File: config.mk
export PLATFORM = sky130hd
export DESIGN_NAME = z80_bus_master
export DESIGN_NICKNAME = d
export VERILOG_FILES = /design/src/rtl/z80_bus_master.sv
export SDC_FILE = /design/constraint.sdc
export NUM_CORES = 1
export LEC_CHECK = 0
export BUFFER_PORTS_ARGS = -buffer_cell sky130_fd_sc_hd__buf_2
export CELL_PAD_IN_SITES_DETAIL_PLACEMENT = 1
export CELL_PAD_IN_SITES_GLOBAL_PLACEMENT = 1
export CORE_MARGIN = 2
export CORE_UTILIZATION = 38
export CTS_BUF_LIST = sky130_fd_sc_hd__clkbuf_16
export DETAILED_ROUTE_END_ITERATION = 10
export HOLD_SLACK_MARGIN = 0.02
export PLACE_DENSITY = 0.82
export SYNTH_ARGS = -nofsm -noshare
export SYNTH_HDL_FRONTEND = slang
export SYNTH_SLANG_ARGS = --single-unit
File: constraint.sdc
create_clock -name clock -period 2.35 [get_ports clock]
set_clock_uncertainty 0.1 [all_clocks]
set_input_delay 0.3525 -clock clock [delete_from_list [all_inputs] [get_ports clock]]
set_output_delay 0.3525 -clock clock [all_outputs]
set_load 0.03 [all_outputs]
File: src/rtl/z80_bus_master.sv
// Z80-style bus master: sequences IO write/read, interrupt acknowledge and RETI
// opcode fetches onto a peripheral bus, advancing one bus phase per enabled tick.
module z80_bus_master #(
   parameter int IO_WAIT = 2
) (
   input  logic       clock,
   input  logic       reset,
   input  logic       clock_ena,
   input  logic       req,
   input  logic [1:0] cmd,
   input  logic [1:0] addr,
   input  logic [7:0] wdata,
   input  logic       ack_en,
   output logic       busy,
   output logic       done,
   output logic [7:0] rdata,
   output logic [7:0] vector,
   output logic       vec_valid,
   output logic       ce_n,
   output logic [1:0] cs,
   output logic       m1_n,
   output logic       iorq_n,
   output logic       rd_n,
   output logic [7:0] dout,
   output logic [7:0] cpu_din,
   input  logic [7:0] din,
   input  logic       int_n
);

   typedef enum logic [3:0] {
      IDLE, IO_SETUP, IO_ACT, INTA_M1, INTA_ACT, RETI_F1, RETI_GAP, RETI_F2, FINISH
   } state_t;

   localparam logic [2:0] WAIT_LAST = 3'(IO_WAIT - 1);

   state_t     state;
   logic [2:0] cnt;
   logic       is_read;
   logic       is_inta;

   always_ff @(posedge clock) begin
      if (reset) begin
         state     <= IDLE;
         cnt       <= 3'd0;
         is_read   <= 1'b0;
         is_inta   <= 1'b0;
         busy      <= 1'b0;
         done      <= 1'b0;
         vec_valid <= 1'b0;
         rdata     <= 8'h00;
         vector    <= 8'h00;
         ce_n      <= 1'b1;
         cs        <= 2'b00;
         m1_n      <= 1'b1;
         iorq_n    <= 1'b1;
         rd_n      <= 1'b1;
         dout      <= 8'h00;
         cpu_din   <= 8'hFF;
      end else begin
         // completion pulses last one clock even when ticks are sparse
         done      <= 1'b0;
         vec_valid <= 1'b0;
         if (clock_ena) begin
            cnt <= cnt + 3'd1;
            case (state)
               IDLE: begin
                  if (!int_n && ack_en) begin
                     state   <= INTA_M1;
                     cnt     <= 3'd0;
                     busy    <= 1'b1;
                     is_inta <= 1'b1;
                     m1_n    <= 1'b0;
                  end else if (req) begin
                     case (cmd)
                        2'b00, 2'b01: begin
                           state   <= IO_SETUP;
                           cnt     <= 3'd0;
                           busy    <= 1'b1;
                           is_inta <= 1'b0;
                           is_read <= cmd[0];
                           ce_n    <= 1'b0;
                           cs      <= addr;
                           rd_n    <= !cmd[0];
                           dout    <= cmd[0] ? 8'h00 : wdata;
                        end
                        2'b10: begin
                           state   <= RETI_F1;
                           cnt     <= 3'd0;
                           busy    <= 1'b1;
                           is_inta <= 1'b0;
                           m1_n    <= 1'b0;
                           rd_n    <= 1'b0;
                           cpu_din <= 8'hED;
                        end
                        default: done <= 1'b1;
                     endcase
                  end
               end
               IO_SETUP: begin
                  state  <= IO_ACT;
                  cnt    <= 3'd0;
                  iorq_n <= 1'b0;
               end
               IO_ACT: begin
                  if (cnt == WAIT_LAST) begin
                     state  <= FINISH;
                     cnt    <= 3'd0;
                     iorq_n <= 1'b1;
                     rd_n   <= 1'b1;
                     if (is_read) rdata <= din;
                  end
               end
               INTA_M1: begin
                  state  <= INTA_ACT;
                  cnt    <= 3'd0;
                  iorq_n <= 1'b0;
               end
               INTA_ACT: begin
                  if (cnt == WAIT_LAST) begin
                     state     <= FINISH;
                     cnt       <= 3'd0;
                     m1_n      <= 1'b1;
                     iorq_n    <= 1'b1;
                     vector    <= din;
                     vec_valid <= 1'b1;
                  end
               end
               RETI_F1: begin
                  if (cnt == 3'd1) begin
                     state   <= RETI_GAP;
                     cnt     <= 3'd0;
                     m1_n    <= 1'b1;
                     rd_n    <= 1'b1;
                     cpu_din <= 8'hFF;
                  end
               end
               RETI_GAP: begin
                  state   <= RETI_F2;
                  cnt     <= 3'd0;
                  m1_n    <= 1'b0;
                  rd_n    <= 1'b0;
                  cpu_din <= 8'h4D;
               end
               RETI_F2: begin
                  if (cnt == 3'd1) begin
                     state   <= FINISH;
                     cnt     <= 3'd0;
                     m1_n    <= 1'b1;
                     rd_n    <= 1'b1;
                     cpu_din <= 8'hFF;
                  end
               end
               FINISH: begin
                  // chip select and write data stay put through FINISH, dropped here
                  state <= IDLE;
                  cnt   <= 3'd0;
                  ce_n  <= 1'b1;
                  cs    <= 2'b00;
                  dout  <= 8'h00;
                  busy  <= 1'b0;
                  done  <= !is_inta;
               end
               default: begin
                  state <= IDLE;
                  cnt   <= 3'd0;
               end
            endcase
         end
      end
   end

endmodule
Word level (Yosys, flattened, before mapping) --
Cells that the tools add are included.
Operators by class: reductions and logical operators 35, eq/ne operators 26, mux-type cells 51, bitwise logic cells 3, add/subtract/negate cells 1
Operators with widths (count):
- two-way mux 8 bit | 8
- one-hot mux 4 bit (6 select lines) | 1
- one-hot mux 8 bit (3 select lines) | 1
- AND reduction 5 bit | 4
- two-way mux 1 bit | 19
- == test 4 x 3 -> 1 bit, second input constant | 4
- two-way mux 4 bit | 4
- one-hot mux 8 bit (2 select lines) | 1
- OR reduction 3 bit | 5
- inequality test 2 x 1 -> 1 bit, second input constant | 7
- two-way mux 3 bit | 4
- AND reduction 4 bit | 3
- AND reduction 6 bit | 2
- one-hot mux 1 bit (2 select lines) | 5
- OR reduction 2 bit | 5
- nonzero test 3 bit | 3
- == test 4 x 2 -> 1 bit, second input constant | 2
- one-hot mux 4 bit (2 select lines) | 1
- nonzero test 2 bit | 4
- two-way mux 2 bit | 3
- inequality test 2 bit, second input constant | 3
- inequality test 3 bit, second input constant | 2
- one-hot mux 1 bit (3 select lines) | 2
- one-hot mux 3 bit (2 select lines) | 1
- 17 further kinds | 22
Word-level totals: word-level logic and storage cells 132, bits in registers 50

Logic depth before layout (Yosys ltp) --
word-level depth 6, mapped depth 7, gate-level depth less buffers 6

Least setup slack after synthesis --
Ideal clock, no wire load.
path kind flip-flop to flip-flop, start point register state[1], end point register state[3], arrival time 1.500 ns, stages on the path, launching flop included 5, slack 0.629 ns, required time 2.129 ns, library setup time 0.121 ns, path buffers 0, cells stage by stage dfxtp_1 > or2b_4 > xnor2_2 > a211o_4 > mux2_4
On the way: word-level cells in the longest chain between the ends 4, elaborated cells between the ends (all ways) 15, those cells by class eq/ne: 11; mux: 1; reduce/logical: 3
Ends and longest elaborated chain:
- start, declared | line 36 | state_t state;
- start signal, assigned | line 43 | state <= IDLE;
- start signal, assigned | line 68 | state <= INTA_M1;
- start signal, assigned | line 76 | state <= IO_SETUP;
- == test 4 x 3 -> 1 bit / == test 4 x 2 -> 1 bit (equally long branches) | line 65 | case (state)
- OR reduction 3 bit (no source line)
- inequality test 2 x 1 -> 1 bit (no source line)
- AND reduction 5 bit (no source line)
Several ways; a longest one is shown, not always the timed one. A chain may end at the register's enable or synchronous reset.

Worst setup path in the final report --
start point register state[2], end point register m1_n
On the way: word-level cells in the longest chain between the ends 4, elaborated cells between the ends (all ways) 12, those cells by class eq/ne: 7; mux: 1; reduce/logical: 4
Ends and longest elaborated chain:
- == test 4 x 3 -> 1 bit | line 65
- OR reduction 3 bit (no source line)
- inequality test 2 x 1 -> 1 bit (no source line) / nonzero test 3 bit (equally long branches)
- AND reduction 5 bit (no source line)
- end signal, assigned | line 54 | m1_n <= 1'b1;
- end signal, assigned | line 72 | m1_n <= 1'b0;
- end signal, assigned | line 91 | m1_n <= 1'b0;
- end, declared | line 21 | output logic m1_n,
Several ways; a longest one is shown, not always the timed one.

==> flow_metrics.py <==
metrics = {
    "global_routing": {
        "grt_pass1_vias": 2024,
        "grtUsageMet1_pct": 23.94,
        "grt_first_pass_wirelength_um": 9666,
        "grt_use_met2_pct": 32.17,
        "antenna_found_initial": 0,
        "grt_start_max_net_pins": 31,
        "overflow": 0,
        "gr-max-usage-layer": "met2",
        "met3_usage_pct": 4.045,
        "track_usage_pct": 18.77,
    },
    "synth": {
        "seq_area_frac_synth_pct": 39.98,
        "syn_area_per_cell_um2": 9.105,
        "synthTopCellsByArea": "dfxtp_1, mux2i_1, nor2_1",
        "yosys_most_used_dff": "dfxtp_1",
        "ys_types": 51,
        "ys_seq_elements": 44,
        "synth_edf_count": 0,
        "synth_top_area_share_pct": 39.98,
        "async_reset_ff_share_pct": 0,
        "yosys_warnings": 0,
        "yosysTopAreaCell": "dfxtp_1",
        "synth_cells": 242,
        "syn_area_um2": 2203,
    },
    "worst_hold_path": {
        "hold_path_class": "in2reg",
    },
    "clock_network": {
        "clk_pin_slew_ns": 0.07,
        "cts_sinks": 44,
        "cts_hold_buf": 0,
        "htree_num_levels": 2,
        "clock_latency_ns": 0.29,
        "root_buffer": "clkbuf_16",
        "numCtsBuffers": 5,
        "clockBufferDepth": 2,
        "cts_tree": "done",
        "cts_resized": 0,
        "postCtsSetupRepairBufs": 0,
    },
    "floorplan": {
        "row_count": 27,
        "die_x_um": 80.15,
        "dieArea_um2": 6423,
        "chipHeight_um": 80.15,
        "core_um2": 5540,
        "io_pins": 67,
        "start_util_pct": 39.77,
    },
    "timing": {
        "rsz0062_at_grt": "no",
        "hold_ws_ns": 0.2145,
        "setup_viol": 0,
        "finalHoldViolCount": 0,
        "slew_viol_final": 0,
        "maxSlewHeadroom_pct": 54.77,
        "fmax_mhz": 520.0,
        "worstMarginPinSlew_ns": 0.6776,
        "tns_ns": 0,
        "timing.final.crit_share_pct": 81.83,
        "post-route-min-period_ns": 1.923,
    },
    "routing": {
        "wire_per_inst_um": 15.20,
        "avgViaCountPerCell": 5.314,
        "ant_nets": 0,
        "drt-pass1-iter-count": 4,
        "postRouteWirelength_um": 5624,
        "first_iter_violations": 128,
        "drc": 0,
        "vias": 1966,
    },
    "finish": {
        "drive_gt1_share_pct": 30.20,
        "layout.nets": 325,
        "syn2layout_area_growth_pct": 22.43,
        "n_antenna_cell": 0,
        "fin_cells": 370,
    },
    "place": {
        "post-dp-hpwl_um": 4047,
        "place_congestion": 0.8438,
        "dp_cells": 362,
        "portBuffers": 62,
    },
    "setup_path": {
        "crit_type": "reg2reg",
        "startpoint_type": "register",
        "required_ns": 2.47,
        "critPathArrivalTime_ns": 2.04,
        "worstSetupEndpointType": "register",
        "crit_fanout": 13,
    },
    "status": {
        "status": "complete, no violations",
    },
    "power": {
        "power.density_nw_per_um2": 1048,
        "ir_drop_mv": 0.4222,
        "cellLeakagePower_nw": 1.286,
    },
    "run": {
        "drv_cap": 0,
    },
}
[power by group]
part	switching (W)	leakage (nW)	total (W)	internal [W]
Clock	0.000305	0.0804	0.000810	0.000505
Sequential	0.000122	0.357	0.000958	0.000835
Combinational	0.000648	0.849	0.00106	0.000410
[area by class of cell]
cell class,count,area [µm²]
Fill cell,690,2843
Multi-Input combinational cell,173,1177
Sequential cell,44,880.8
Timing Repair Buffer,69,362.8
Clock buffer,5,125.1
Tap cell,72,90.09
Clock inverter,3,46.29
Inverter,4,15.01
[critical path: stages (launching register included)]
cell and delay, ns:
dfxtp_1 0.76, xor2_1 0.25, nand2b_1 0.23, a221oi_1 0.32, mux2i_1 0.21
[flip-flops by register name (all words and copies together), names as in the netlist]
| signal | cells |
|---|---|
| busy | 1 |
| cs | 2 |
| vector | 8 |
| dout | 8 |
| ce_n | 1 |
| rdata | 8 |
| m1_n | 1 |
| cnt | 3 |
| is_read | 1 |
| done | 1 |
| vec_valid | 1 |
| rd_n | 1 |
| is_inta | 1 |
| state | 4 |
| cpu_din | 2 |
| iorq_n | 1 |
[worst paths after layout]
path | start | endpoint | slack (ns) | cells past startpoint
worst max register to register | state[2]$_SDFFE_PP0P_ | m1_n$_SDFFE_PP1P_ | 0.43 | 4
worst max-delay path | state[2]$_SDFFE_PP0P_ | m1_n$_SDFFE_PP1P_ | 0.43 | 4
worst min register to register | busy$_SDFFE_PP0P_ | busy$_SDFFE_PP0P_ | 0.37 | 1
worst min-delay path | din[1] | rdata[1]$_SDFFE_PP0P_ | 0.21 | 3
[cell usage in the layout, fill, tap and decap left out, types with 3 or more instances in the layout]
master and count:
nor2_1 27, mux2i_1 23, nand3b_1 4, nand4_1 11, dfxtp_1 44, o21ai_0 15
buf_2 62, conb_1 4, nand2_1 9, nand2b_1 5, inv_1 4, a21oi_1 20
nand3_1 3, buf_4 7, clkbuf_16 5, nor2b_1 7, o22ai_1 3
[synthesized netlist by cell type, types with 2 or more instances]
| master | count |
|---|---|
| o22ai_1 | 3 |
| nand3_1 | 3 |
| and3_1 | 2 |
| ha_1 | 2 |
| o21ai_0 | 15 |
| buf_2 | 2 |
| nor2_1 | 27 |
| inv_1 | 4 |
| a21o_1 | 2 |
| mux2i_1 | 23 |
| clkbuf_1 | 10 |
| buf_4 | 11 |
| nor4_1 | 2 |
| nand3b_1 | 4 |
| or3_1 | 2 |
| nand4_1 | 11 |
| dfxtp_1 | 44 |
| nand2_1 | 9 |
| nand2b_1 | 5 |
| and2_1 | 2 |
| nor2b_1 | 7 |
| o21a_1 | 2 |
| a221oi_1 | 2 |
| a21oi_2 | 2 |
| a21oi_1 | 20 |
[metal layers]
metal / wire length [µm] / share of wire [%]
met1: 2571 / 46
met2: 2731 / 49
met3: 268 / 4.8
met4: 53 / 0.94
met5: 0 / 0
[metrics by stage]
stage	util, %	total power (W)	area (µm²)	setup WS [ns]
final	48.69	0.002826	2698	0.4269
after CTS	48.69	0.002852	2698	0.4603
after floorplan	-	0.001805	2215	0.6287
after detailed placement	45.60	0.002023	2526	0.3975
after global routing	48.69	0.002991	2698	0.2980
after global placement	45.60	0.002008	2526	0.4286
[logic make-up after synthesis]
| logic type | Yosys count | share of synthesized area, % |
|---|---|---|
| AO/OA/AOI/OAI | 55 | 16.47 |
| XOR/XNOR | 2 | 1.136 |
| adder cells (fa/ha/maj) | 2 | 1.136 |
| buffers and inverters | 28 | 7.098 |
| flip-flops | 44 | 39.98 |
| multiplexers | 24 | 11.13 |
| other | 1 | 0.1702 |
| AND/OR/NAND/NOR | 86 | 22.88 |
No activity file was read; power rests on OpenSTA's default activity.
